File: config.mk
export PLATFORM = sky130hd
export DESIGN_NAME = operand_fetch_unit
export DESIGN_NICKNAME = d
export VERILOG_FILES = /design/src/rtl/ofu_pkg.sv /design/src/rtl/reg_scoreboard.sv /design/src/rtl/operand_fetch_unit.sv
export SDC_FILE = /design/constraint.sdc
export NUM_CORES = 1
export LEC_CHECK = 0
export ABC_AREA = 1
export CORE_ASPECT_RATIO = 0.8
export CORE_MARGIN = 4
export CORE_UTILIZATION = 53
export DETAILED_ROUTE_END_ITERATION = 6
export HOLD_SLACK_MARGIN = 0.12
export PLACE_DENSITY = 0.86
export SYNTH_ARGS = -nofsm -noshare
export SYNTH_HDL_FRONTEND = slang
export SYNTH_SLANG_ARGS = --single-unit
File: constraint.sdc
create_clock -name clk -period 3.5 [get_ports clk]
set_input_delay 0.525 -clock clk [delete_from_list [all_inputs] [get_ports clk]]
set_output_delay 0.525 -clock clk [all_outputs]
set_load 0.02 [all_outputs]
File: src/rtl/ofu_pkg.sv
// Shared types and sizes for the operand fetch unit and its register scoreboard.
package ofu_pkg;

    localparam int REG_AW   = 5;
    localparam int DATA_W   = 32;
    localparam int NUM_REGS = 32;

    typedef enum logic {
        IDLE = 1'b0,
        HOLD = 1'b1
    } state_e;

    // One decoded instruction as parked in the hold register.
    typedef struct packed {
        logic [REG_AW-1:0] rdst;
        logic [REG_AW-1:0] rsrc1;
        logic [REG_AW-1:0] rsrc2;
        logic              use1;
        logic              use2;
        logic              wr;
    } instr_t;

    function automatic logic wb_hits(input logic              wb_write,
                                     input logic [REG_AW-1:0] wb_rdst,
                                     input logic [REG_AW-1:0] addr);
        return wb_write && (wb_rdst == addr);
    endfunction

endpackage

File: src/rtl/reg_scoreboard.sv
// Pending-write tracker: one bit per register, set at issue, cleared at writeback.
module reg_scoreboard
    import ofu_pkg::*;
(
    input  logic              clk,
    input  logic              rst_n,
    input  logic              set_en_i,
    input  logic [REG_AW-1:0] set_addr_i,
    input  logic              clr_en_i,
    input  logic [REG_AW-1:0] clr_addr_i,
    input  logic [REG_AW-1:0] lookup_a_i,
    input  logic [REG_AW-1:0] lookup_b_i,
    input  logic [REG_AW-1:0] lookup_c_i,
    output logic              pend_a_o,
    output logic              pend_b_o,
    output logic              pend_c_o
);

    logic [NUM_REGS-1:0] pending_q;
    logic [NUM_REGS-1:0] pending_d;
    logic [NUM_REGS-1:0] clr_mask;
    logic [NUM_REGS-1:0] set_mask;

    // Kept apart from the set path: lookups feed the issue decision, which drives set_en_i.
    always_comb begin
        clr_mask = '0;
        if (clr_en_i) begin
            clr_mask[clr_addr_i] = 1'b1;
        end
    end

    // Applying the set after the clear lets a new writer win over a retiring one.
    always_comb begin
        set_mask = '0;
        if (set_en_i) begin
            set_mask[set_addr_i] = 1'b1;
        end
        pending_d = (pending_q & ~clr_mask) | set_mask;
    end

    always_ff @(posedge clk or negedge rst_n) begin
        if (!rst_n) begin
            pending_q <= '0;
        end else begin
            pending_q <= pending_d;
        end
    end

    // A writeback landing this cycle already resolves the register.
    assign pend_a_o = pending_q[lookup_a_i] && !clr_mask[lookup_a_i];
    assign pend_b_o = pending_q[lookup_b_i] && !clr_mask[lookup_b_i];
    assign pend_c_o = pending_q[lookup_c_i] && !clr_mask[lookup_c_i];

endmodule

File: src/rtl/operand_fetch_unit.sv
// Operand fetch stage: parks one decoded instruction, stalls on RAW/WAW hazards,
// reads the register file with writeback bypass and registers the operand bundle.
module operand_fetch_unit
    import ofu_pkg::*;
(
    input  logic              clk,
    input  logic              rst_n,
    input  logic              in_valid,
    output logic              in_ready,
    input  logic [REG_AW-1:0] in_rdst,
    input  logic [REG_AW-1:0] in_rsrc1,
    input  logic [REG_AW-1:0] in_rsrc2,
    input  logic              in_use1,
    input  logic              in_use2,
    input  logic              in_wr,
    output logic [REG_AW-1:0] Rsrc1,
    output logic [REG_AW-1:0] Rsrc2,
    input  logic [DATA_W-1:0] RA,
    input  logic [DATA_W-1:0] RB,
    input  logic              wb_write,
    input  logic [REG_AW-1:0] wb_rdst,
    input  logic [DATA_W-1:0] wb_data,
    output logic              out_valid,
    input  logic              out_ready,
    output logic [DATA_W-1:0] out_opa,
    output logic [DATA_W-1:0] out_opb,
    output logic [REG_AW-1:0] out_rdst,
    output logic              out_wr
);

    state_e            state_q, state_d;
    instr_t            hold_q, hold_d;
    logic              valid_q, valid_d;
    logic [DATA_W-1:0] opa_q, opa_d;
    logic [DATA_W-1:0] opb_q, opb_d;
    logic [REG_AW-1:0] rdst_q, rdst_d;
    logic              wr_q, wr_d;

    logic pend_src1;
    logic pend_src2;
    logic pend_dst;
    logic hazard;
    logic issue;
    logic in_xfer;
    logic [DATA_W-1:0] opa_sel;
    logic [DATA_W-1:0] opb_sel;

    reg_scoreboard u_scoreboard (
        .clk        (clk),
        .rst_n      (rst_n),
        .set_en_i   (issue && hold_q.wr),
        .set_addr_i (hold_q.rdst),
        .clr_en_i   (wb_write),
        .clr_addr_i (wb_rdst),
        .lookup_a_i (hold_q.rsrc1),
        .lookup_b_i (hold_q.rsrc2),
        .lookup_c_i (hold_q.rdst),
        .pend_a_o   (pend_src1),
        .pend_b_o   (pend_src2),
        .pend_c_o   (pend_dst)
    );

    assign hazard   = (hold_q.use1 && pend_src1) ||
                      (hold_q.use2 && pend_src2) ||
                      (hold_q.wr   && pend_dst);
    assign issue    = (state_q == HOLD) && !hazard && (!valid_q || out_ready);
    assign in_ready = (state_q == IDLE) || issue;
    assign in_xfer  = in_valid && in_ready;

    assign Rsrc1 = (state_q == HOLD) ? hold_q.rsrc1 : '0;
    assign Rsrc2 = (state_q == HOLD) ? hold_q.rsrc2 : '0;

    // Unused sources take the raw register-file data; used ones see the in-flight writeback.
    assign opa_sel = (hold_q.use1 && wb_hits(wb_write, wb_rdst, Rsrc1)) ? wb_data : RA;
    assign opb_sel = (hold_q.use2 && wb_hits(wb_write, wb_rdst, Rsrc2)) ? wb_data : RB;

    always_comb begin
        state_d = state_q;
        hold_d  = hold_q;
        case (state_q)
            IDLE: begin
                if (in_xfer) begin
                    state_d = HOLD;
                end
            end
            HOLD: begin
                if (issue && !in_xfer) begin
                    state_d = IDLE;
                end
            end
            default: begin
                state_d = IDLE;
            end
        endcase
        if (in_xfer) begin
            hold_d.rdst  = in_rdst;
            hold_d.rsrc1 = in_rsrc1;
            hold_d.rsrc2 = in_rsrc2;
            hold_d.use1  = in_use1;
            hold_d.use2  = in_use2;
            hold_d.wr    = in_wr;
        end
    end

    always_comb begin
        valid_d = valid_q;
        opa_d   = opa_q;
        opb_d   = opb_q;
        rdst_d  = rdst_q;
        wr_d    = wr_q;
        if (issue) begin
            valid_d = 1'b1;
            opa_d   = opa_sel;
            opb_d   = opb_sel;
            rdst_d  = hold_q.rdst;
            wr_d    = hold_q.wr;
        end else if (out_ready) begin
            valid_d = 1'b0;
        end
    end

    always_ff @(posedge clk or negedge rst_n) begin
        if (!rst_n) begin
            state_q <= IDLE;
            hold_q  <= '0;
            valid_q <= 1'b0;
            opa_q   <= '0;
            opb_q   <= '0;
            rdst_q  <= '0;
            wr_q    <= 1'b0;
        end else begin
            state_q <= state_d;
            hold_q  <= hold_d;
            valid_q <= valid_d;
            opa_q   <= opa_d;
            opb_q   <= opb_d;
            rdst_q  <= rdst_d;
            wr_q    <= wr_d;
        end
    end

    assign out_valid = valid_q;
    assign out_opa   = opa_q;
    assign out_opb   = opb_q;
    assign out_rdst  = rdst_q;
    assign out_wr    = wr_q;

endmodule

### After elaboration in Yosys (flattened, before gate mapping)

Cells that the tools add are included.
Widths: inputs -> output; s select.

| word-level totals | value |
|---|---|
| flip-flop bits (word level) | 122 |
| logic and storage cells | 80 |

| operators by class | value |
|---|---|
| $lt $le $gt $ge | 6 |
| equal/unequal tests | 2 |
| mux-type cells | 27 |
| bitwise logic cells | 4 |
| reductions and logical operators | 28 |

Operators by type and width:

| cell | count |
|---|---|
| $mux 32 | 4 |
| $and 32x32->32 | 1 |
| $not 32->32 | 1 |
| $or 32x32->32 | 1 |
| $bmux 1 s5 | 6 |
| $lt 5x6->1 const B | 4 |
| $logic_and 1x1->1 | 17 |
| $mux 1 | 12 |
| $demux 1 s5 | 2 |
| $eq 5x5->1 | 2 |
| $ge 5x1->1 const B | 2 |
| $mux 5 | 2 |
| $logic_not 1->1 | 6 |
| $logic_or 1x1->1 | 4 |
| $pmux 1 s2 | 1 |
| $reduce_bool 2->1 | 1 |
| $not 1->1 | 1 |

### Logic depth before layout (Yosys ltp)

| logic depth | value |
|---|---|
| word-level depth | 21 |
| depth in mapped cells | 20 |
| gate-level depth less buffers | 18 |

### Hierarchy

Synthesis repeated with hierarchy kept, for this count alone.

| second synthesis, totals | value |
|---|---|
| cells, all modules | 1298 |
| area, all modules | 8200.4 um^2 |

By module, submodules not included:

| module | instances | cells each | area an instance (um^2) |
|---|---|---|---|
| operand_fetch_unit | 1 | 713 | 4875.9 |
| reg_scoreboard | 1 | 585 | 3324.4 |

### Worst setup path after synthesis

No wires, ideal clock.

| path | value |
|---|---|
| path kind | input port to output port |
| start | input wb_rdst[4] |
| end | output in_ready |
| arrival time | 2.093 ns |
| data required time | 2.975 ns |
| setup slack | 0.882 ns |
| cell stages on the path | 15 |
| path buffers | 2 |
| cells stage by stage | buf_2 inv_2 nand3_2 o21ai_0 nand2_1 nand2_1 nand2_1 nand3_1 nand3_1 nand2_1 nand2_1 nand2_1 nand4_4 nand2_2 buf_4 |

| between the ends | value |
|---|---|
| longest elaborated chain between the ends | 16 |
| elaborated cells between the ends (all ways) | 27 |
| classes of those cells | order compare: 2; mux: 9; reduce/logical: 16 |

Ends and longest elaborated chain:

| what | RTL line | text |
|---|---|---|
| from (decl) | operand_fetch_unit.sv:21 | `input logic [REG_AW-1:0] wb_rdst,` |
| $lt 5x6->1 (implied by the code) or $ge 5x1->1 (tied branches) | reg_scoreboard.sv:28 | `clr_mask[clr_addr_i] = 1'b1;` |
| $logic_and 1x1->1 (implied by the code) | reg_scoreboard.sv:28 |  |
| $mux 1 (implied by the code) | reg_scoreboard.sv:28 |  |
| $demux 1 s5 (*) | n/a |  |
| $mux 32 (*) | reg_scoreboard.sv:27 | `if (clr_en_i) begin` |
| $bmux 1 s5, on equally long branches | reg_scoreboard.sv:50, reg_scoreboard.sv:51 |  |
| $mux 1, on equally long branches | reg_scoreboard.sv:50, reg_scoreboard.sv:51 |  |
| $logic_not 1->1, on equally long branches | reg_scoreboard.sv:50, reg_scoreboard.sv:51 |  |
| $logic_and 1x1->1, on equally long branches | reg_scoreboard.sv:50, reg_scoreboard.sv:51 |  |
| $logic_and 1x1->1, on equally long branches | operand_fetch_unit.sv:63, operand_fetch_unit.sv:64 |  |
| $logic_or 1x1->1 | operand_fetch_unit.sv:63 | `assign hazard = (hold_q.use1 && pend_src1) \|\|` |
| $logic_or 1x1->1 (*) | operand_fetch_unit.sv:64 | `(hold_q.use2 && pend_src2) \|\|` |
| $logic_not 1->1 (*) | operand_fetch_unit.sv:66 | `assign issue = (state_q == HOLD) && !hazard && (!valid_q \|\| out_ready);` |
| $logic_and 1x1->1 (*) (2 in series) | operand_fetch_unit.sv:66 |  |
| $logic_or 1x1->1 (*) | operand_fetch_unit.sv:67 | `assign in_ready = (state_q == IDLE) \|\| issue;` |
| to (decl) | operand_fetch_unit.sv:9 | `output logic in_ready,` |

Every way passes the cells marked *; elsewhere a longest branch is shown, timed or not. The select of a mux whose other input is x is not followed.

### Worst setup path after layout

| path | value |
|---|---|
| start | input wb_rdst[2] |
| end | output in_ready |

The elaborated chain is that of the path after synthesis.

==> Implementation_results.wiki <==
{| class="wikitable"
! Metric !! Value
|-
| Clock latency on the worst-skew pair || 0.43 ns
|-
| Via count of the first global-routing pass || 8246
|-
| Global-route wire length before repair || 45300 microns
|-
| # diodes || 0
|-
| Starting density of the core || 54.1%
|-
| Sequential fraction of the synthesis area || 39.6%
|-
| Number of buffers on the longest clock path || 2
|-
| Count of flip-flops with a built-in enable after synthesis || 0
|-
| CTS sink count || 122
|-
| Die Ht || 116 microns
|-
| Hold-fix buffer count after cts || 0
|-
| Post-synthesis async set-or-reset flop share || 100%
|-
| Worst-case headroom to the max-slew limit || 45.4%
|-
| Leakage power summed over all cells || 5.46 nW
|-
| Endpoint class of the critical path || primary output
|-
| CTS resizes || 0
|-
| Final period util || 94.8%
|-
| # Max-Cap Violations || 0
|-
| Pwr/cell area || 977 nW/um^2
|-
| Commonest cells post-synth || sky130_fd_sc_hd__nand2_1, sky130_fd_sc_hd__nand3_1, sky130_fd_sc_hd__dfrtp_1, sky130_fd_sc_hd__nor2_1, sky130_fd_sc_hd__o21ai_0
|-
| Area of the mapped netlist || 7700 sq um
|-
| Non-Filler Instances || 1487
|-
| Class of the most critical setup path || in2out
|-
| Post-detail-place hpwl || 21300 microns
|-
| Cell with the most instances after synthesis || sky130_fd_sc_hd__nand2_1
|-
| Detailed Route Iter0 Violations || 1293
|-
| Setup-violating endpoint count in the final report || 0
|-
| Number of warning messages in the yosys log || 0
|-
| Fraction of synthesized cell area taken by the top area cell type || 39.6%
|-
| Class of the tightest hold or removal check || in2async
|-
| Synthesized netlist net count || 1205
|-
| Initial antenna violation count || 0
|-
| Flops & latches, synth || 122
|-
| Final setup skew || 0.0120 ns
|-
| Top area cells in the synthesized netlist || sky130_fd_sc_hd__dfrtp_1, sky130_fd_sc_hd__nand2_1, sky130_fd_sc_hd__nand3_1
|-
| Post-CTS setup buffers || 0
|-
| Synthesized-area fraction occupied by ao, oa, aoi and oai cells || 8.28%
|-
| Leading area contributor after synthesis || sky130_fd_sc_hd__dfrtp_1
|-
| Area fraction in and, or, nand and nor cells after synthesis || 35.1%
|-
| Final critical-path required period || 3.32 ns
|-
| Combinational share of power || 57.1%
|-
| Transition time at the pin with the least slew margin || 0.820 ns
|-
| Number of placed instances with taps included || 1455
|-
| Total routed wirelength || 30200 microns
|-
| Number of buffers added on ports || 205
|-
| Mean area per synthesized cell || 7.13 sq um
|-
| Via density per instance || 5.91
|-
| Vias || 8786
|-
| Met1 routing resource usage after global routing || 49.6%
|-
| Global-route track usage on met2 || 52.1%
|-
| Endpoint arrival time on the critical path || 2.79 ns
|-
| CTS buffer count || 17
|-
| Outcome || finished, final reports clean
|-
| Largest vdd supply drop || 704 uV
|-
| Main combinational cell family by area after synthesis || simple AND/OR/NAND/NOR gates
|-
| Number of primary I/O pins || 206
|-
| Parity-gate share of the synthesized area counting xor and xnor cells || 0.455%
|-
| Portion of total power attributed to sequential cells || 25.9%
|-
| CTS clock-pin slew for the worst setup and hold paths || 0.06 ns
|-
| Required time reported for the critical path endpoint || 2.97 ns
|-
| Max-slew violation count || 0
|-
| Area delta synth->final || 38.8%
|-
| Mux cell area share after synthesis || 8.31%
|-
| RD Place Congestion || 1.05
|-
| Standard-cell row count || 39
|-
| Final-stage net count || 1414
|-
| Pin count of the biggest net entering global routing || 74
|-
| Worst Path Max Fanout || 5
|-
| CTS tree || done
|-
| Top flip-flop cell by instance count after synthesis || sky130_fd_sc_hd__dfrtp_1
|-
| Final number of hold-violating endpoints || 0
|-
| GRT overflow || 0
|-
| Count of filler cells inserted in the layout || 1034
|-
| Proportion of layout cells with a drive suffix above 1 || 8.75%
|-
| Number of levels in the clock H-tree || 4
|-
| Routed length per instance || 20.3 microns
|-
| Distinct cell type count of the synthesized netlist || 31
|-
| Fmax || 0.301 GHz
|-
| Core footprint || 14200 sq um
|-
| Switching power share of the total || 48.6%
|-
| Post-detailed-route count of antenna-violating nets || 0
|-
| Global routing usage summed across all routing layers || 35.7%
|-
| Met3 global-route usage || 10.4%
|-
| Final Util || 75.1%
|-
| Clk root buf || sky130_fd_sc_hd__clkbuf_16
|-
| Cells after Synth || 1081
|-
| Die Wd || 143 microns
|-
| Die area || 16500 sq um
|-
| Clk network pwr share || 17.0%
|-
| Internal power of the cells || 5.38 mW
|-
| Post-Synth Adder-Cell Area || 0%
|-
| Critical path startpoint category || primary input
|-
| Remaining design rule violation count || 0
|-
| Busiest layer in global routing || met2
|-
| Net switching component of the power || 5.08 mW
|-
| First-pass DRT Iterations || 6
|}
worst paths after layout:
path,from,endpoint,slack (ns),cells after the start
setup / recovery,wb_rdst[2],in_ready,0.18,14
hold / removal,rst_n,out_opb[28],0.17,1
setup reg to reg,hold_q[8],out_opa[8],0.62,16
hold reg to reg,out_rdst[3],out_rdst[3],0.48,2
max in group asynchronous,rst_n,u_scoreboard.pending_q[6],2.41,2
min in group clk,out_rdst[3],out_rdst[3],0.48,2
stage by stage:
stage / total power, mW / cell area [sq um] / setup slack [ns] / TNS (ns) / hold WS [ns]
3_3_place_gp: 8.26 / 10000 / 0.0282 / 0 / 0.465
3_5_place_dp: 8.44 / 10000 / 0.0659 / 0 / 0.472
6_report: 10.5 / 10700 / 0.182 / 0 / 0.170
5_1_grt: 11.0 / 10700 / -0.0240 / -0.0240 / 0.257
4_1_cts: 10.3 / 10600 / 0.0799 / 0 / 0.222
2_1_floorplan: 6.20 / 7700 / 0.882 / 0 / 0.229
cell usage in the layout, fill, tap and decap left out, drive strengths merged:
master         Yosys  routed
a21oi             19      19
a221oi             2       2
buf               42      47
bufinv             0       2
clkbuf            18      21
clkdlybuf4s50      0     198
clkinv             2       8
clkinvlp           0       3
dfrtp            122     122
dlymetal6s2s       0       5
inv               72      72
mux2i             64      64
nand2            385     385
nand3            162     162
nand4              3       3
nor2              80      80
nor3               3       3
o211ai             3       3
o21ai             98      98
o22ai              2       2
xor2               4       4
registers in the layout, indices dropped and copies added, names as in the netlist:
register,flops
out_valid,1
out_opb,32
hold_q,18
out_opa,32
out_rdst,5
u_scoreboard.pending_q,32
state_q,1
out_wr,1
area by class of cell:
type                       instances  area, sq um  share of cell area (%)
clock buffer                      21          470                    4.40
clock inverter                    11          120                    1.12
inverter                          74          278                    2.60
multi-input combinational        825         4060                    38.0
sequential                       122         3060                    28.6
tap                              184          230                    2.15
timing repair buffer             250         2480                    23.2
worst max-delay path, stage by stage:
cell                              delay (ns)
sky130_fd_sc_hd__clkdlybuf4s50_1        0.56
sky130_fd_sc_hd__nand3_1                0.32
sky130_fd_sc_hd__nor2_1                 0.23
sky130_fd_sc_hd__nand2_1                0.07
sky130_fd_sc_hd__nand2_1                0.06
sky130_fd_sc_hd__inv_1                  0.04
sky130_fd_sc_hd__nand3_1                0.13
sky130_fd_sc_hd__nand3_1                0.11
sky130_fd_sc_hd__nand3_1                0.10
sky130_fd_sc_hd__nor2_1                 0.06
sky130_fd_sc_hd__nor2_1                 0.18
sky130_fd_sc_hd__nand4_4                0.15
sky130_fd_sc_hd__nand2_2                0.09
sky130_fd_sc_hd__buf_4                  0.17
routing by layer:
layer,vias up,wire length [microns]
met1,4083,11700
met5,-,0
met3,96,3940
li1,3951,-
met2,656,13500
met4,0,1100
power groups by stage:
stage	Sequential [mW]	Clock, mW	Combinational, mW
2_1_floorplan	3.00	0	3.21
3_3_place_gp	2.64	0	5.62
3_5_place_dp	2.67	0	5.77
4_1_cts	2.67	1.77	5.86
5_1_grt	2.78	1.84	6.42
6_report	2.71	1.78	5.96
cell families after synthesis:
family	count (synthesis)
AND/OR/NAND/NOR	633
buffers and inverters	134
AO/OA/AOI/OAI	124
flip-flops	122
multiplexers	64
XOR/XNOR	4
Power figures use the tool's default switching activity.
